<file path="src/rtl/reg_rotate_ctrl_if.sv">
// rtl/reg_rotate_ctrl_if.sv - command port bundle for the register rotate sequencer
interface reg_rotate_ctrl_if #(
  parameter int WIDTH = 32,
  parameter int CNT_W = 4
);
  logic             cmd_valid;
  logic             cmd_ready;
  logic [2:0]       cmd_op;
  logic [CNT_W-1:0] cmd_cnt;
  logic [WIDTH-1:0] cmd_data;

  modport master (
    output cmd_valid,
    output cmd_op,
    output cmd_cnt,
    output cmd_data,
    input  cmd_ready
  );

  modport slave (
    input  cmd_valid,
    input  cmd_op,
    input  cmd_cnt,
    input  cmd_data,
    output cmd_ready
  );
endinterface

</file>
<file path="src/rtl/reg_rotate_ctrl.sv">
// rtl/reg_rotate_ctrl.sv - three-register load/swap/clear/rotate sequencer
// One register-transfer step per clock; all destinations take pre-edge source values.
module reg_rotate_ctrl #(
  parameter int               WIDTH  = 32,
  parameter int               CNT_W  = 4,
  parameter logic [WIDTH-1:0] A_INIT = WIDTH'(1),
  parameter logic [WIDTH-1:0] B_INIT = WIDTH'(0),
  parameter logic [WIDTH-1:0] C_INIT = WIDTH'(1)
) (
  input  logic               clk,
  input  logic               rst_n,
  reg_rotate_ctrl_if.slave   cmd,
  output logic [WIDTH-1:0]   a,
  output logic [WIDTH-1:0]   b,
  output logic [WIDTH-1:0]   c,
  output logic               busy,
  output logic               done
);

  typedef enum logic [1:0] {
    ST_IDLE = 2'd0,
    ST_EXEC = 2'd1,
    ST_DONE = 2'd2
  } state_t;

  typedef enum logic [2:0] {
    OP_NOP     = 3'd0,
    OP_LOAD_A  = 3'd1,
    OP_LOAD_B  = 3'd2,
    OP_LOAD_C  = 3'd3,
    OP_ROT_L   = 3'd4,
    OP_ROT_R   = 3'd5,
    OP_SWAP_AC = 3'd6,
    OP_CLEAR   = 3'd7
  } op_t;

  state_t           state;
  state_t           state_nxt;
  op_t              op_q;
  logic [WIDTH-1:0] data_q;
  logic [CNT_W-1:0] rem_q;
  logic             accept;
  logic             step;
  logic             is_rot;
  logic [WIDTH-1:0] a_nxt;
  logic [WIDTH-1:0] b_nxt;
  logic [WIDTH-1:0] c_nxt;

  always_ff @(posedge clk or negedge rst_n) begin
    if (!rst_n) begin
      state <= ST_IDLE;
    end else begin
      state <= state_nxt;
    end
  end

  // A zero remaining count still spends one EXEC cycle, just without a transfer.
  always_comb begin
    state_nxt = state;
    accept    = 1'b0;
    step      = 1'b0;
    case (state)
      ST_IDLE: begin
        if (cmd.cmd_valid) begin
          accept    = 1'b1;
          state_nxt = ST_EXEC;
        end
      end
      ST_EXEC: begin
        step = (rem_q != '0);
        if (rem_q <= CNT_W'(1)) begin
          state_nxt = ST_DONE;
        end
      end
      ST_DONE: begin
        state_nxt = ST_IDLE;
      end
      default: begin
        state_nxt = ST_IDLE;
      end
    endcase
  end

  assign cmd.cmd_ready = rst_n && (state == ST_IDLE);
  assign busy          = (state == ST_EXEC) || (state == ST_DONE);
  assign done          = (state == ST_DONE);

  assign is_rot = (cmd.cmd_op == OP_ROT_L) || (cmd.cmd_op == OP_ROT_R);

  always_ff @(posedge clk or negedge rst_n) begin
    if (!rst_n) begin
      op_q   <= OP_NOP;
      data_q <= '0;
      rem_q  <= '0;
    end else if (accept) begin
      op_q   <= op_t'(cmd.cmd_op);
      data_q <= cmd.cmd_data;
      rem_q  <= is_rot ? cmd.cmd_cnt : CNT_W'(1);
    end else if (step) begin
      rem_q  <= rem_q - CNT_W'(1);
    end
  end

  always_comb begin
    a_nxt = a;
    b_nxt = b;
    c_nxt = c;
    case (op_q)
      OP_LOAD_A:  a_nxt = data_q;
      OP_LOAD_B:  b_nxt = data_q;
      OP_LOAD_C:  c_nxt = data_q;
      OP_ROT_L: begin
        a_nxt = b;
        b_nxt = c;
        c_nxt = a;
      end
      OP_ROT_R: begin
        a_nxt = c;
        b_nxt = a;
        c_nxt = b;
      end
      OP_SWAP_AC: begin
        a_nxt = c;
        c_nxt = a;
      end
      OP_CLEAR: begin
        a_nxt = '0;
        b_nxt = '0;
        c_nxt = '0;
      end
      default: begin
      end
    endcase
  end

  always_ff @(posedge clk or negedge rst_n) begin
    if (!rst_n) begin
      a <= A_INIT;
      b <= B_INIT;
      c <= C_INIT;
    end else if (step) begin
      a <= a_nxt;
      b <= b_nxt;
      c <= c_nxt;
    end
  end

endmodule

</file>
<file path="src/flat_wrapper.sv">
// flat-port wrapper written by rule: the top's interface ports become plain ports
module reg_rotate_ctrl_flat 
#(
  parameter int               WIDTH  = 32,
  parameter int               CNT_W  = 4,
  parameter logic [WIDTH-1:0] A_INIT = WIDTH'(1),
  parameter logic [WIDTH-1:0] B_INIT = WIDTH'(0),
  parameter logic [WIDTH-1:0] C_INIT = WIDTH'(1)
)
  (clk, rst_n, a, b, c, busy, done, cmd_cmd_valid, cmd_cmd_op, cmd_cmd_cnt, cmd_cmd_data, cmd_cmd_ready);
  reg_rotate_ctrl_if #(.WIDTH(WIDTH), .CNT_W(CNT_W)) cmd_i ();
  input  logic clk;
  input  logic rst_n;
  output logic [WIDTH-1:0] a;
  output logic [WIDTH-1:0] b;
  output logic [WIDTH-1:0] c;
  output logic busy;
  output logic done;
  input wire logic [$bits(cmd_i.cmd_valid)-1:0] cmd_cmd_valid;
  input wire logic [$bits(cmd_i.cmd_op)-1:0] cmd_cmd_op;
  input wire logic [$bits(cmd_i.cmd_cnt)-1:0] cmd_cmd_cnt;
  input wire logic [$bits(cmd_i.cmd_data)-1:0] cmd_cmd_data;
  output wire logic [$bits(cmd_i.cmd_ready)-1:0] cmd_cmd_ready;
  assign cmd_i.cmd_valid = cmd_cmd_valid;
  assign cmd_i.cmd_op = cmd_cmd_op;
  assign cmd_i.cmd_cnt = cmd_cmd_cnt;
  assign cmd_i.cmd_data = cmd_cmd_data;
  assign cmd_cmd_ready = cmd_i.cmd_ready;
  reg_rotate_ctrl #(.WIDTH(WIDTH), .CNT_W(CNT_W), .A_INIT(A_INIT), .B_INIT(B_INIT), .C_INIT(C_INIT)) u_core (.clk(clk), .rst_n(rst_n), .cmd(cmd_i), .a(a), .b(b), .c(c), .busy(busy), .done(done));
endmodule
</file>
<file path="config.mk">
export PLATFORM = sky130hd
export DESIGN_NAME = reg_rotate_ctrl_flat
export DESIGN_NICKNAME = d
export VERILOG_FILES = /design/src/rtl/reg_rotate_ctrl_if.sv /design/src/rtl/reg_rotate_ctrl.sv /design/src/flat_wrapper.sv
export SDC_FILE = /design/constraint.sdc
export NUM_CORES = 1
export LEC_CHECK = 0
export CAP_MARGIN = 5
export CORE_MARGIN = 5
export CORE_UTILIZATION = 50
export DETAILED_ROUTE_END_ITERATION = 8
export GPL_ROUTABILITY_DRIVEN = 1
export PLACE_DENSITY = 0.8
export SYNTH_ARGS = -nofsm -noshare
export SYNTH_HDL_FRONTEND = slang
export SYNTH_SLANG_ARGS = --single-unit
</file>
<file path="constraint.sdc">
create_clock -name clk -period 2.5 [get_ports clk]
set_input_delay 0.375 -clock clk [delete_from_list [all_inputs] [get_ports clk]]
set_output_delay 0.375 -clock clk [all_outputs]
set_load 0.1 [all_outputs]
</file>
Word-level counts from Yosys, hierarchy flattened

Cells that the tools add are included.

$add $sub $neg: 1
Order comparisons: 1
Eq/ne operators: 13
Muxes and demuxes: 12
Reduce and logical (&&, ||, !) cells: 15

Operators with widths:

| cell                | count |
|---|---|
| $pmux 32 s4         | 3 |
| $eq 3x3->1 const B  | 6 |
| $reduce_bool 4->1   | 4 |
| $mux 4              | 3 |
| $reduce_and 2->1    | 4 |
| $eq 3x2->1 const B  | 2 |
| $le 4x1->1 const B  | 1 |
| $mux 2              | 2 |
| $pmux 2 s2          | 1 |
| $reduce_or 2->1     | 2 |
| $sub 4x1->4 const B | 1 |
| $eq 3x1->1 const B  | 1 |
| $mux 1              | 3 |
| $eq 2x1->1 const B  | 1 |
| $eq 2x2->1 const B  | 1 |
| $logic_not 2->1     | 1 |
| $logic_or 1x1->1    | 2 |
| $ne 2x1->1 const B  | 1 |
| $ne 2x2->1 const B  | 1 |
| $reduce_bool 2->1   | 1 |
| $logic_and 1x1->1   | 1 |

Register bits: 137
Input port bits: 42
Output and inout bits: 99
Logic and storage cells: 49

Depth between registers and ports, before layout

Word-level depth: 4
Gate-level depth with buffers: 8
Gate-level depth less buffers: 6

Worst setup path after synthesis

Ideal clock, no wire load.

Path kind: register to register
Start: register u_core.rem_q[0]
End: register u_core.b[0]
Library setup time: 0.126 ns
Data arrival time: 1.704 ns
Required time: 2.374 ns
Path slack: 0.669 ns
Stages on the path, launching flop included: 9
Buffers on the path: 2
Clock period less this slack: 1.831 ns
Cells stage by stage: dfrtp_1 -> inv_1 -> ha_1 -> or3b_4 -> nand2_2 -> buf_6 -> a21oi_4 -> buf_6 -> mux2_4

Cells in the longest elaborated chain, start to end: 3

RTL lines:

| element                    | RTL line               | RTL |
|---|---|---|
| start: declaration         | reg_rotate_ctrl.sv:41  | `logic [CNT_W-1:0] rem_q;` |
| start signal: assignment   | reg_rotate_ctrl.sv:98  | `rem_q <= is_rot ? cmd.cmd_cnt : CNT_W'(1);` |
| start signal: assignment   | reg_rotate_ctrl.sv:100 | `rem_q <= rem_q - CNT_W'(1);` |
| $reduce_bool 4->1          | reg_rotate_ctrl.sv:70  | `step = (rem_q != '0);` |
| $mux 1                     | reg_rotate_ctrl.sv:62  | `case (state)` |
| $reduce_and 2->1 (no line) | --                     |  |
| end signal: assignment     | reg_rotate_ctrl.sv:143 | `b <= b_nxt;` |
| end: declaration           | reg_rotate_ctrl.sv:14  | `output logic [WIDTH-1:0] b,` |

Every way passes these cells.
A chain may end at the register's enable or synchronous reset.

Worst setup path after layout

Start: register u_core.rem_q[0]
End: register u_core.rem_q[3]

Cells in the longest elaborated chain, start to end: 3
Elaborated cells between the ends (all ways): 6
Classes of those cells: add/sub (1); mux (3); reduce/logical (2)

RTL lines:

| element                                          | RTL line |
|---|---|
| $sub 4x1->4 or $reduce_bool 4->1 (tied branches) | reg_rotate_ctrl.sv:100, reg_rotate_ctrl.sv:70 |
| $mux 4 or $mux 1 (tied branches)                 | reg_rotate_ctrl.sv:99, reg_rotate_ctrl.sv:62 |
| $mux 4 or $reduce_bool 2->1 (tied branches)      | -- |

Parallel ways exist; a longest one is shown, timed or not. The select of a mux whose other input is x is not followed.

==> impl_metrics.toml <==
[outcome]
status = "complete, no violations"

[worst_setup_path]
critPathMaxStageDelay_ns = 0.40
rrSetupSlack_ns = 0.37
cpLargestDelayFamily = "buffers and inverters"
path_cells = "inv_1 > ha_1 > or3b_4 > nand2_2 > buf_4 > o2bb2a_1 > o22a_1"
start_kind = "register"
worst-setup-path-type = "register to register"
arrival_ns = 2.44
cpMaxStageDelayCell = "dfrtp_1"
required_ns = 2.81
cp-end-kind = "register"
crit_buf_inv = 2
cp_max_fo = 37

[job]
drv_cap = 0

[clocking]
post_cts_buffers = 0
cts_inserted_buffers = 17
ctsHoldBuffers = 0
htreeDepth = 4
clock_latency_ns = 0.43
cts_resized = 0
cts_root_buf = "clkbuf_16"
path_clk_slew_ns = 0.06
cts_sinks = 137
cts.path.max_buffers = 2
tritoncts = "yes"

[final_layout]
nets = 971
area_growth_pct = 26.01
num_antenna_cells = 0
postLayoutCellArea_um2 = 9310
drive_above_1_share_pct = 21.41
fin_cells = 1118

[placement]
hpwl_um = 13080
io_buffer_count = 140
place_inst = 1086
gp_routability_congestion = 0.8118
placed_cell_area_um2 = 8680

[global_routing]
grt_max_degree = 138
track_usage_pct = 24.31
busiest_layer = "met2"
use_met3_pct = 5.925
gr-usage-met2_pct = 38.37
antenna_found_initial = 0
grt_pass1_wl_um = 34950
grt_overflow = 0
grt_pass1_vias = 6730
met1_usage_pct = 33.00

[floorplanning]
rows = 44
core_um2 = 14530
start_util_pct = 50.84
die_area_um2 = 17310
die_w_um = 131.6
io_pins = 141
die_h_um = 131.6

[timing]
fin_tns_setup_ns = 0
rsz0062_at_grt = "false"
period_minus_slack_ns = 2.129
clock.fmax_ghz = 0.4696
hold_viol_final = 0
period_share_pct = 85.17
clock_skew_ns = 0.006575
slew_headroom_pct = 47.47
worst_pin_slew_ns = 0.7854
setup_violations = 0
slew_viol_final = 0

[drt]
vias_per_cell = 6.258
drt-wirelength-per-cell_um = 19.30
ant_nets = 0
dr_total_vias = 6996
drt-pass1-iter-count = 5
drt_iter0_markers = 751
routed_wl_um = 21580
drc = 0

[synth]
yosysWarnings = 0
synthArstFlopShare_pct = 100.0
ys_seq_area_share_pct = 46.44
postSynthAreaPerCell_um2 = 9.077
synth_edf_count = 0
synth-seq-cells = 137
synth_nets = 864
synthFlopType = "dfrtp_1"
ys_types = 43
synth_area_um2 = 7388
synthCells = 814

[worst_hold_path]
min_path_type = "input port to async pin"
worst register-to-register path, stage by stage, from the launching register on:
cell,delay [ns]
dfrtp_1,0.40
inv_1,0.12
ha_1,0.14
or3b_4,0.39
nand2_2,0.11
buf_4,0.39
o2bb2a_1,0.28
o22a_1,0.19
flip-flops by register name, indices dropped and copies added, names as in the netlist:
register       flops
u_core.c          32
u_core.state       2
u_core.b          32
u_core.a          32
u_core.data_q     32
u_core.rem_q       4
u_core.op_q        3
layout make-up:
cell class | instances | area (um2)
clock buffer | 20 | 466.7
clock inverter | 12 | 163.9
fill | 1228 | 5224
inverter | 39 | 146.4
multi-input combinational | 566 | 3488
sequential | 137 | 3435
tap | 184 | 230.2
timing repair buffer | 160 | 1380
placed cells by master (no fill, tap or decap), types with 16 or more instances in the layout:
| cell | netlist | final |
|---|---|---|
| clkbuf_16 | 0 | 17 |
| o22ai_1 | 64 | 64 |
| o21ai_1 | 16 | 16 |
| a21oi_1 | 36 | 36 |
| o21ai_0 | 83 | 83 |
| inv_1 | 37 | 37 |
| mux2_4 | 30 | 30 |
| a221oi_1 | 32 | 32 |
| clkdlybuf4s50_1 | 0 | 40 |
| dfrtp_1 | 135 | 134 |
| buf_4 | 5 | 113 |
| a221o_1 | 32 | 32 |
| nor2_1 | 35 | 35 |
| nand2_1 | 169 | 169 |
| o31ai_1 | 33 | 33 |
through the flow:
stage | hold slack (ns) | setup WS, ns | util, %
final | 0.04047 | 0.3706 | 64.06
after global routing | 0.1119 | 0.2756 | 64.06
after CTS | 0.1078 | 0.3676 | 64.06
after detailed placement | 0.4756 | 0.3794 | 59.72
after global placement | 0.4676 | 0.4099 | 59.72
after floorplan | 0.07941 | 0.6694 | -
cells in the mapped netlist (4+ instances only):
| master | count | area [um2] |
|---|---|---|
| buf_4 | 5 | 37.54 |
| a21oi_1 | 36 | 180.2 |
| o31ai_1 | 33 | 247.7 |
| inv_1 | 37 | 138.9 |
| o21ai_1 | 16 | 80.08 |
| mux2_2 | 4 | 45.04 |
| clkbuf_1 | 40 | 150.1 |
| buf_2 | 17 | 85.08 |
| o22ai_1 | 64 | 400.4 |
| nor2_1 | 35 | 131.4 |
| mux2_4 | 30 | 450.4 |
| buf_1 | 6 | 22.52 |
| ha_1 | 8 | 100.1 |
| a221oi_1 | 32 | 280.3 |
| buf_6 | 4 | 45.04 |
| dfrtp_1 | 135 | 3378 |
| a221o_1 | 32 | 320.3 |
| o21ai_0 | 83 | 415.4 |
| nand2_1 | 169 | 634.4 |
per-layer routing:
metal,vias up,wire [um]
met5,-,0
met4,0,500
met3,46,1590
met2,378,10170
met1,3400,9318
li1,3172,-
worst paths after layout:
kind,startpoint,endpoint,depth (start not counted)
setup / recovery,u_core.rem_q[0],u_core.rem_q[3],7
min in group clk,u_core.c[0],u_core.c[0],2
hold reg to reg,u_core.c[0],u_core.c[0],2
hold / removal,rst_n,u_core.data_q[11],2
max in group asynchronous,rst_n,u_core.op_q[2],2
setup reg to reg,u_core.rem_q[0],u_core.rem_q[3],7
cells by family after synthesis:
kind of cell	count (synthesis)	share of synthesized area, %
compound gates	305	27.11
xor+xnor	1	0.1186
fa+ha+maj	8	1.355
buf+inv	111	6.587
flops	137	46.44
mux	34	6.706
simple gates	218	11.69
Power is left out: the tool's default activity adds up to more than one toggle a clock period on the data nets, which glitch-free logic cannot reach.
